==> src/rtl/display_arbiter.sv <==
// display_arbiter: shares one display engine between a buffered UART command
// source (A, with error pulses) and a level-request local source (B).
// Error requests show an error pattern for ERR_HOLD cycles and then restore
// the last normal value.
module display_arbiter #(
    parameter int ERR_HOLD = 1000,
    parameter int VAL_W    = 16
) (
    input  logic             clk,
    input  logic             reset_n,
    input  logic             a_req,
    input  logic [VAL_W-1:0] a_val,
    input  logic             a_err,
    input  logic             b_req,
    input  logic [VAL_W-1:0] b_val,
    output logic             b_grant,
    input  logic             disp_busy,
    output logic             disp_load,
    output logic [VAL_W-1:0] disp_val,
    output logic             disp_err,
    output logic             owner,
    output logic             a_overrun
);

    localparam int CNT_W = (ERR_HOLD < 2) ? 1 : $clog2(ERR_HOLD + 1);

    typedef enum logic [1:0] {IDLE, LOAD, WAIT, HOLD} state_t;

    state_t             state;
    logic               a_pend;
    logic [VAL_W-1:0]   a_buf;
    logic               err_pend;
    logic [VAL_W-1:0]   sel_val;
    logic               sel_err;
    logic [VAL_W-1:0]   last_val;
    logic [CNT_W-1:0]   hold_cnt;

    logic pick_a;
    logic pick_b;
    logic take_err;
    logic take_a;
    logic take_b;

    // Arbitration in IDLE: error first, then round-robin between A and B
    // (on a tie the source that did not supply the last normal load wins).
    always_comb begin
        pick_a   = a_pend && (!b_req || owner);
        pick_b   = b_req && (!a_pend || !owner);
        take_err = (state == IDLE) && err_pend;
        take_a   = (state == IDLE) && !err_pend && pick_a;
        take_b   = (state == IDLE) && !err_pend && !pick_a && pick_b;
    end

    // The load strobe fires in LOAD as soon as the engine is free; the shown
    // value switches over in that same cycle and is otherwise held.
    assign disp_load = (state == LOAD) && !disp_busy;
    assign disp_val  = disp_load ? sel_val : last_val;
    assign disp_err  = disp_load && sel_err;

    // Pending buffers for source A and for the error request. A new a_req in
    // the cycle the old entry is consumed simply refills the buffer.
    always_ff @(posedge clk or negedge reset_n) begin
        if (!reset_n) begin
            a_pend    <= 1'b0;
            a_buf     <= '0;
            err_pend  <= 1'b0;
            a_overrun <= 1'b0;
        end else begin
            a_overrun <= a_req && a_pend && !take_a;
            if (a_req) begin
                a_pend <= 1'b1;
                a_buf  <= a_val;
            end else if (take_a) begin
                a_pend <= 1'b0;
            end
            if (a_err) begin
                err_pend <= 1'b1;
            end else if (take_err) begin
                err_pend <= 1'b0;
            end
        end
    end

    // Main sequencer: select, load when the engine is free, wait for the
    // engine to finish, and for error loads hold then restore.
    always_ff @(posedge clk or negedge reset_n) begin
        if (!reset_n) begin
            state    <= IDLE;
            sel_val  <= '0;
            sel_err  <= 1'b0;
            last_val <= '0;
            hold_cnt <= '0;
            owner    <= 1'b1;
            b_grant  <= 1'b0;
        end else begin
            b_grant <= 1'b0;
            case (state)
                IDLE: begin
                    if (take_err) begin
                        sel_val <= last_val;
                        sel_err <= 1'b1;
                        state   <= LOAD;
                    end else if (take_a) begin
                        sel_val <= a_buf;
                        sel_err <= 1'b0;
                        owner   <= 1'b0;
                        state   <= LOAD;
                    end else if (take_b) begin
                        sel_val <= b_val;
                        sel_err <= 1'b0;
                        owner   <= 1'b1;
                        b_grant <= 1'b1;
                        state   <= LOAD;
                    end
                end
                LOAD: begin
                    if (!disp_busy) begin
                        last_val <= sel_val;
                        state    <= WAIT;
                    end
                end
                WAIT: begin
                    if (!disp_busy) begin
                        hold_cnt <= '0;
                        state    <= sel_err ? HOLD : IDLE;
                    end
                end
                HOLD: begin
                    if (hold_cnt == CNT_W'(ERR_HOLD - 1)) begin
                        sel_val <= last_val;
                        sel_err <= 1'b0;
                        state   <= LOAD;
                    end else begin
                        hold_cnt <= hold_cnt + CNT_W'(1);
                    end
                end
                default: state <= IDLE;
            endcase
        end
    end

endmodule

==> config.mk <==
export PLATFORM = sky130hd
export DESIGN_NAME = display_arbiter
export DESIGN_NICKNAME = d
export VERILOG_FILES = /design/src/rtl/display_arbiter.sv
export SDC_FILE = /design/constraint.sdc
export NUM_CORES = 1
export LEC_CHECK = 0
export CAP_MARGIN = 25
export CORE_MARGIN = 2
export CORE_UTILIZATION = 50
export CTS_CLUSTER_SIZE = 25
export DETAILED_ROUTE_END_ITERATION = 12
export PLACE_DENSITY = 0.74
export SETUP_SLACK_MARGIN = 0.15
export SLEW_MARGIN = 10
export SYNTH_ARGS = -nofsm -noshare
export SYNTH_HDL_FRONTEND = slang
export SYNTH_SLANG_ARGS = --single-unit
==> constraint.sdc <==
create_clock -name clk -period 3 [get_ports clk]
set_clock_uncertainty 0.2 [all_clocks]
set_input_delay 0.6 -clock clk [delete_from_list [all_inputs] [get_ports clk]]
set_output_delay 0.6 -clock clk [all_outputs]
set_load 0.02 [all_outputs]
== Word level (Yosys, flattened, before mapping) ==
Index checks and enable logic that the tools add are counted.
Cells by class
  $add $sub $neg: 1
  equal/unequal tests: 9
  mux-type cells: 32
  bitwise operators: 2
  reduce and logical (&&, ||, !) cells: 31
Operator list (count)
  two-way mux 16 bit: 5
  one-hot mux 16 bit (2 select lines): 1
  two-way mux 10 bit: 2
  one-hot mux 10 bit (2 select lines): 1
  two-way mux 1 bit: 14
  two-way mux 2 bit: 7
  logical AND 1 bit: 11
  adder 10 x 1 -> 10 bit (second input constant): 1
  == test 10 bit (second input constant): 1
  nonzero test 2 bit: 5
  AND reduction 3 bit: 3
  != test 2 bit (second input constant): 4
  one-hot mux 2 bit (4 select lines): 1
  zero test 1 bit: 7
  == test 2 bit (second input constant): 2
  != test 4 bit (second input constant): 1
  AND reduction 4 bit: 1
  == test 2 x 1 -> 1 bit (second input constant): 1
  zero test 2 bit: 1
  logical OR 1 bit: 2
  NOT 1 bit: 2
  one-hot mux 1 bit (2 select lines): 1
  AND reduction 2 bit: 1
Storage, ports and cells
  flip-flop bits (word level): 66
  bits of input ports: 38
  output and inout bits: 21

== Longest topological paths before layout ==
  word-level depth: 10
  gate-level depth with buffers: 8
  mapped depth without buffers: 6

== Least setup slack after synthesis ==
No wires, ideal clock.
  path kind: register to output
  start point: reg state[1]
  end point: out disp_val[10]
  arrival time: 1.804 ns
  path slack: 0.396 ns
  stages on the path, launching flop included: 7
  path through: dfrtp_1 -> inv_1 -> ha_1 -> nor2b_1 -> clkbuf_1 -> buf_2 -> mux2_2
Between the ends
  cells in the longest elaborated chain, start to end: 3
Ends and longest elaborated chain
  from (decl): RTL line 29  | state_t state;
  from (signal assigned): RTL line 125  | state <= sel_err ? HOLD : IDLE;
  == test 2 x 1 -> 1 bit: RTL line 56  | assign disp_load = (state == LOAD) && !disp_busy;
  logical AND 1 bit: RTL line 56
  net disp_load: RTL line 18  | output logic disp_load,
  two-way mux 16 bit: RTL line 57  | assign disp_val = disp_load ? sel_val : last_val;
  to (decl): RTL line 19  | output logic [VAL_W-1:0] disp_val,
The timed path passes the listed nets, and every way through them passes these cells.

== Worst setup path after layout ==
  start point: reg state[1]
  end point: out disp_val[13]
Between the ends
  cells in the longest elaborated chain, start to end: 3
Ends and longest elaborated chain (RTL line)
  == test 2 x 1 -> 1 bit: 56
  logical AND 1 bit: 56
  two-way mux 16 bit: 57
Every way passes these cells.

==> results.yml <==
sta:
  max_slew.worst_pin.slew_ps: 772.6
  hold_ws_ps: 41.40
  fmax_mhz: 357.6
  drv_slew: 0
  rsz0062_at_grt: "true"
  hold_viol_final: 0
  relSlewSlack_pct: 48.25
  finalCritPeriodShare_pct: 93.21
  layout_min_cycle_time_ps: 2796
  setup_viol: 0
critical_path:
  worstSetupPathDepth: 6
  required_ps: 2200
  cp-end-kind: "output pin"
  rr_worst_depth: 6
  crit_start: "state[1]"
  worstPathMaxFanout: 9
  rrSetupSlack_ps: 560
  worst_setup_path_start_kind: "flop"
  endpoint: "disp_val[13]"
  crit_slowest_cell: "dfrtp_1"
  max_stage_delay_ps: 420
  r2r_start: "state[0]"
  timing.rr.end: "sel_val[0]"
  cp_top_family: "buffers and inverters"
  arrival_ps: 2000
  path_cells: "inv_2 -> ha_4 -> nor2b_4 -> clkbuf_16 -> mux2_2 -> clkdlybuf4s15_2"
  path_buf_inv: 3
  criticalPathCategory: "reg -> out"
pwr:
  switching_share_pct: 36.86
  power.density_mw_per_mm2: 989.9
  p_switching_uw: 1539
  power.leakage_uw: 0.001726
  clkPwrFrac_pct: 18.5
  vdd_drop_max_uv: 470.2
  seqPwrFrac_pct: 34.3
  p_int_uw: 2637
  combPwrFrac_pct: 47.2
logic_synthesis:
  async_reset_ff_share_pct: 100.0
  syn_area_mm2: 0.003286
  syn_nets: 329
  yosysUniqueCellTypes: 40
  synth_ff_type: "dfrtp_1"
  syn_avg_cell_area_um2: 11.49
  yosysSeqAreaShare_pct: 50.30
  yosys_register_bits: 66
  yosys_warnings: 0
  synthCells: 286
  synth_edf_count: 0
clock_tree:
  cts_tree: "yes"
  cts_buffers: 9
  h-tree-depth: 3
  path_clk_slew_ps: 70
  clock-sinks: 66
  clock_latency_ps: 350
  cts_root_buf: "clkbuf_8"
  holdBufCountCts: 0
  cts_setup_buffers: 0
  clockBufferDepth: 2
drt:
  drt_pass1_iterations: 4
  drt_wl_total_um: 7658
  drtIter0Drc: 142
  vias_per_cell: 5.883
  wl_per_cell_um: 17.98
  drtAntennaViolNets: 0
  vias: 2506
  drc: 0
placed_design:
  place_hpwl_um: 4914
  port_buffers: 58
  place_congestion: 0.7909
  placed_area_mm2: 0.003955
floorplan:
  start_util_pct: 51.74
  rows: 29
  die_area_mm2: 0.007236
  die_h_um: 85.07
  io_pins: 59
  die_w_um: 85.07
  coreArea_mm2: 0.006350
hold_path:
  hp-class: "in -> async"
global_routing:
  grt_util_met3_pct: 4.086
  grtUsageMet2_pct: 33.52
  grt_pass1_wl_um: 12470
  use_met1_pct: 31.42
  grt_start_max_net_pins: 44
  grt_pass1_vias: 2503
  top_usage_layer: "met2"
  grt.overflow.total: 0
  antenna_found_initial: 0
  track_usage_pct: 22.17
layout:
  fill_cells: 484
  drive_above_1_share_pct: 28.08
  nets: 387
  finalInstanceArea_mm2: 0.004219
  antenna_cells: 0
  syn_to_final_growth_pct: 28.41
outcome:
  outcome: "finished, final reports clean"
run:
  drv_cap: 0
[area by class of cell]
cell class	count	area [um^2]	share of cell area [%]
Timing Repair Buffer	68	706.9	16.76
Tap cell	77	96.34	2.284
Inverter	6	22.52	0.5338
Clock buffer	12	155.1	3.677
Multi-Input combinational cell	193	1535	36.39
Sequential cell	66	1653	39.18
Clock inverter	4	50.05	1.186
[cell families (layout without fill, tap and decap cells)]
| group | Yosys count | count (layout) | share of synthesized area (%) |
|---|---|---|---|
| xor gates and xnor gates | 1 | 1 | 0.2666 |
| and+or+nand+nor | 75 | 75 | 12.30 |
| adders and majority gates | 5 | 5 | 1.904 |
| buffers and inverters | 27 | 90 | 3.694 |
| DFF | 66 | 66 | 50.30 |
| muxes | 49 | 49 | 17.78 |
| AOI/OAI and AO/OA | 63 | 63 | 13.75 |
[through the flow]
step / TNS (ps) / total power (uW) / util, % / cells / setup WS (ps)
detailed placement: -2379 / 3409 / 62.29 / 409 / -165.5
global placement: -2455 / 3368 / 62.29 / 409 / -160.1
global route: 0 / 4435 / 66.44 / 426 / 153.1
floorplan: 0 / 2776 / - / 286 / 395.7
finish: 0 / 4176 / 66.44 / 426 / 203.7
CTS: 0 / 4151 / 65.91 / 425 / 81.88
[Yosys cell counts, types with 2 or more instances]
cell type / n / share of area (%)
nand3_1: 2 / 0.30
and3_1: 3 / 0.57
inv_1: 5 / 0.57
a21oi_1: 7 / 1.1
nand2_1: 13 / 1.5
clkbuf_1: 14 / 1.6
or3_1: 5 / 0.95
nand2b_1: 3 / 0.57
nand4_1: 18 / 3.4
and2_1: 2 / 0.38
a32o_1: 2 / 0.61
o21ai_0: 9 / 1.4
ha_1: 5 / 1.9
a31oi_1: 16 / 3.0
o31ai_1: 17 / 3.9
buf_2: 3 / 0.46
nor2_1: 18 / 2.1
nand3b_1: 4 / 0.91
dfrtp_1: 65 / 50
a21o_1: 4 / 0.91
buf_1: 3 / 0.34
mux2_4: 9 / 4.1
mux2_2: 39 / 13
o2111ai_1: 2 / 0.53
nor2b_1: 3 / 0.57
[state kept, by name (all words and copies together) (netlist names)]
signal	count
a_buf	16
state	2
a_pend	1
hold_cnt	10
sel_val	16
sel_err	1
owner	1
last_val	16
err_pend	1
b_grant	1
a_overrun	1
[placed cells by master, fill, tap and decap left out, drive strengths merged, types with 3 or more instances in the layout]
master | netlist | final
a21oi | 7 | 7
nor2 | 18 | 18
o21ai | 9 | 9
a21o | 4 | 4
dfrtp | 65 | 65
nand2 | 13 | 13
a31oi | 16 | 16
mux2 | 48 | 48
ha | 5 | 5
nand4 | 18 | 18
buf | 7 | 10
nand2b | 3 | 3
nand3b | 4 | 4
inv | 5 | 5
clkdlybuf4s50 | 0 | 38
clkdlybuf4s15 | 0 | 15
o31ai | 18 | 18
and3 | 3 | 3
or3 | 6 | 6
clkbuf | 14 | 14
nor2b | 3 | 3
[what timing repair did]
| item | CTS | global route |
|---|---|---|
| setup endpoints to repair | 18 | 16 |
| hold endpoints to repair | 0 | 0 |
| cloned | 0 | 1 |
| gates resized for setup | 51 | 5 |
[power groups by stage]
stage	clock (uW)	sequential [uW]	combinational, uW
detailed placement	0	1430	1970
global route	824	1470	2140
global placement	0	1440	1930
finish	772	1430	1970
floorplan	0	1370	1400
CTS	787	1430	1940
[metal layers]
metal,wire length (um),share of wire (%),vias up
met1,3464,45,1250
met4,140,1.8,0
met3,334,4.4,12
li1,-,-,1179
met5,0,0,-
met2,3720,49,65
[how the worst min path moves through the flow]
stage	endpoint	slack, ps	cells after the start
after floorplan	a_buf[0]	100	0
after global placement	a_buf[9]	290	1
after detailed placement	sel_val[9]	290	1
after CTS	hold_cnt[7]	50	1
after global routing	hold_cnt[7]	80	1
final	hold_cnt[6]	40	1
[worst reg2reg max path: stages (launching register included)]
cell and delay, ps:
dfrtp_1 440, inv_1 120, ha_1 310, nand2b_1 120, or3_4 380, o211ai_4 330, mux2_2 420
Power figures use the tool's default switching activity.
==> patch 1 (config.mk and constraints unchanged) <==
Put a register stage on the output `disp_err`, cleared by the reset. The value now appears one clock later. The other outputs are not delayed to match.
--- a/src/rtl/display_arbiter.sv
+++ b/src/rtl/display_arbiter.sv
@@ -56,5 +56,11 @@
     assign disp_load = (state == LOAD) && !disp_busy;
     assign disp_val  = disp_load ? sel_val : last_val;
-    assign disp_err  = disp_load && sel_err;
+    always_ff @(posedge clk or negedge reset_n) begin
+        if (!reset_n) begin
+            disp_err <= '0;
+        end else begin
+            disp_err <= disp_load && sel_err;
+        end
+    end
 
     // Pending buffers for source A and for the error request. A new a_req in
Formal check against the unedited RTL: not equivalent (a bounded check fails within 4 cycles, from zero or initial values and one cycle with reset_n low).
==> patch 1 against the unedited design <==
  * Clock power rose by 3.4%
  * Cell area rose by 0.53%
  * Sequential cell count rose by 1
  * Count of clock-buffer cells in the layout rose by 1
  * Wire length fell by 0.93%
  * Synthesized area rose by 1.4%
  * Power rose by 1.0%
  * Setup slack improved by 0.031 ns
  * Critical endpoint is now disp_val[14]
  * Largest cell class unchanged
  * Largest power group unchanged
==> patch 1: results <==
set metrics [dict create \
    synth_compound_area_frac 0.139 \
    drive_gt1_frac 0.282 \
    synthTopCellsByCount "dfrtp_1, mux2_2, nor2_1" \
    grt_pass1_vias 2465 \
    slew_headroom 0.477 \
    nNetsFinal 389 \
    track_usage 0.218 \
    crit_path_end "disp_val[14]" \
    hpwl_um 5330 \
    numCtsBuffers 9 \
    drt-initial-drc-count 159 \
    status "finished, final reports clean" \
    synth_area_leaders "dfrtp_1, mux2_2, mux2_4" \
    grt_max_degree 26 \
    grtUsageMet1 0.296 \
    whs_ns 0.0529 \
    worst_slack_ns 0.235 \
    seq_area_frac_synth 0.503 \
    wl_um 7590 \
    leakage_uw 0.00177 \
    synth_fa_ha_area_frac 0.0188 \
    use_met2 0.337 \
    synth.distinct_cells 42 \
    synthXorXnorAreaFrac 0.00263 \
    grt_pass1_wl_um 12300 \
    p_sw_uw 1540 \
    cp_max_fo 7 \
    seqPwrFrac 0.347 \
    routed_via_density 5.92 \
    synth_mux_area_frac 0.181 \
    min_path_type "input port to asynchronous set/reset pin" \
    gp_congestion 0.830 \
]
patch 1: changes by cell type in the layout (fill, tap and decap cells not counted), sizes merged, moves of 2 or more:
| cell | unedited run | this run |
|---|---|---|
| clkbuf | 14 | 16 |
| nand2 | 13 | 9 |
| a22o | 0 | 2 |
| clkdlybuf4s15 | 15 | 13 |
| mux2i | 1 | 3 |
| buf | 10 | 13 |
patch 1: routing by layer:
metal,up-vias,part of all wire,wire length [um]
met3,18,0.056,428
li1,1189,-,-
met2,85,0.49,3730
met5,-,0,0
met1,1243,0.43,3260
met4,0,0.023,174
patch 1: timing repair:
action	CTS	global route
setup endpoints to repair	17	16
gates resized for setup	49	7
cloned	0	0
patch 1: cell type report:
class / count / area, sq um
multi-input combinational: 191 / 1550
sequential: 67 / 1680
fill: 496 / 2140
clock inverter: 3 / 45.0
tap: 77 / 96.3
inverter: 7 / 26.3
clock buffer: 13 / 169
timing repair buffer: 70 / 681
==> patch 2 (same settings) <==
Made on the original files. `VAL_W`: 16 -> 32.
--- a/src/rtl/display_arbiter.sv
+++ b/src/rtl/display_arbiter.sv
@@ -5,5 +5,5 @@
 module display_arbiter #(
     parameter int ERR_HOLD = 1000,
-    parameter int VAL_W    = 16
+    parameter int VAL_W    = 32
 ) (
     input  logic             clk,
Ports: changed (resized a_val, b_val and disp_val); port bits go from 59 to 107. The function was not compared with the original's and may differ.
==> patch 2 against the unedited design <==
  * Cell area increased by 85%
  * First-iteration DRC count increased by 85%
  * Cell count increased by 74%
  * Critical endpoint is now disp_val[16]
  * Clock power increased to 2.6 times the old value
  * Combinational power decreased by 89%
  * Largest cell class unchanged
  * Wire length increased by 95%
  * Synthesized area increased by 69%
  * Count of clock-buffer cells in the layout increased by 16
  * Power decreased by 8.6%
  * Setup slack got worse by 0.17 ns
  * Sequential cell count increased by 48
  * Critical path type unchanged
==> patch 2: results <==
set metrics [dict create \
    htreeDepth 4 \
    cp_max_fo 5 \
    post_dp_cell_area_sq_um 6810 \
    synth.distinct_cells 43 \
    min_path_type "register to register" \
    dpl_worst_slack_ns -0.169 \
    cp_slowest_cell "dfrtp_1" \
    synth_compound_area_frac 0.0934 \
    io_buffers 106 \
    rr_worst_depth 8 \
    grt_pass1_wl_um 23100 \
    firstDrtPassIters 4 \
    status "finished, final reports clean" \
    ys_warn_count 0 \
    seq_area_frac_synth 0.514 \
    synth_fa_ha_area_frac 0.0113 \
    arrival_ns 2.16 \
    fillers 761 \
    irDropWorstVdd_uv 462 \
    track_usage 0.260 \
    synth_area_leaders "dfrtp_1, mux2_2, mux2_4" \
    clkSlewWorstSetupHoldPaths_ns 0.05 \
    gp_congestion 0.801 \
    drive_gt1_frac 0.353 \
    whs_ns 0.304 \
    antenna_found_initial 0 \
    reg2reg_setup_slack_ns 0.36 \
    synth_mux_area_frac 0.226 \
    hpwl_um 9080 \
    dpl.cell_count 690 \
    insertion_delay_ns 0.53 \
    numCtsBuffers 17 \
    synth_nets 540 \
    final.setup.tns_ns 0 \
    grt_pass1_vias 4409 \
    cp_slowest_stage_delay_ns 0.39 \
    worstMarginPinSlew_ns 0.800 \
    leakage_uw 0.00340 \
    wl_um 14900 \
    nNetsFinal 663 \
    grt_max_degree 62 \
    final_cells 741 \
    synthXorXnorAreaFrac 0.00315 \
    reg_top3 "a_buf x32, last_val x32, sel_val x32" \
    drt-initial-drc-count 263 \
    antennaDiodeCount 0 \
    synthTopCellsByCount "dfrtp_1, mux2_2, nor2_1" \
    holdPathStages 1 \
    routed_via_density 5.87 \
    avgSynthCellArea_sq_um 12.0 \
    hold_path_end "sel_val[1]" \
]
[patch 2: worst max path at each step]
stage	startpoint	to	slack (ns)
CTS	state[1]	disp_val[0]	-0.02
finish	state[1]	disp_val[16]	0.04
global placement	disp_busy	disp_val[23]	-0.15
global route	state[1]	disp_val[18]	-0.02
floorplan	state[1]	disp_val[23]	0.49
detailed placement	disp_busy	disp_val[0]	-0.17
[patch 2: kinds of logic (layout without fill, tap and decap cells)]
group / count (synthesis) / count (layout)
buffers and inverters: 43 / 179
AO/OA/AOI/OAI: 87 / 87
XOR/XNOR: 2 / 2
AND/OR/NAND/NOR: 112 / 112
flip-flops: 114 / 114
multiplexers: 102 / 102
adder cells (fa/ha/maj): 5 / 5
[patch 2: repair_timing]
action,4_1_cts,5_1_grt
endpoints found under the hold margin,21,0
hold buffers,1,0
setup buffers,9,6
endpoints found under the setup margin,34,33
gates cloned,2,1
resized for setup,194,44
pin swaps,0,0
[patch 2: final cells by class]
cell class,count,area (sq um),area share
sequential,114,2850,0.366
multi-input combinational,308,2640,0.338
timing repair buffer,142,1540,0.197
clock buffer,28,515,0.0660
tap,140,175,0.0224
clock inverter,4,70.1,0.00897
inverter,5,18.8,0.00240
[patch 2: where the power goes]
part / leakage (uW) / internal, uW / switching, uW
sequential: 0.00130 / 1580 / 22.8
clock: 0.000289 / 1310 / 674
combinational: 0.00181 / 133 / 90.9
total: 0.00340 / 3030 / 788
[patch 2: per-layer routing]
| metal | vias to the layer above | global-route usage | share of wire |
|---|---|---|---|
| li1 | 1961 | - | - |
| met1 | 2245 | 0.329 | 0.42 |
| met2 | 118 | 0.424 | 0.51 |
| met3 | 27 | 0.0652 | 0.049 |
| met4 | 0 | 0.112 | 0.021 |
| met5 | - | 0 | 0 |
[patch 2: stage by stage]
stage	utilization	total power [uW]
after floorplan	-	1700
after global placement	0.628	1850
after detailed placement	0.628	1850
after CTS	0.701	3840
after global routing	0.720	3940
final	0.720	3820
[patch 2: worst register-to-register path: stages, from the launching register on]
cell and delay [ns]:
dfrtp_1 0.42, buf_4 0.15, inv_1 0.11, ha_1 0.33, nor4b_4 0.37, nand2b_1 0.16, o22a_2 0.19, buf_12 0.23
mux2_2 0.37
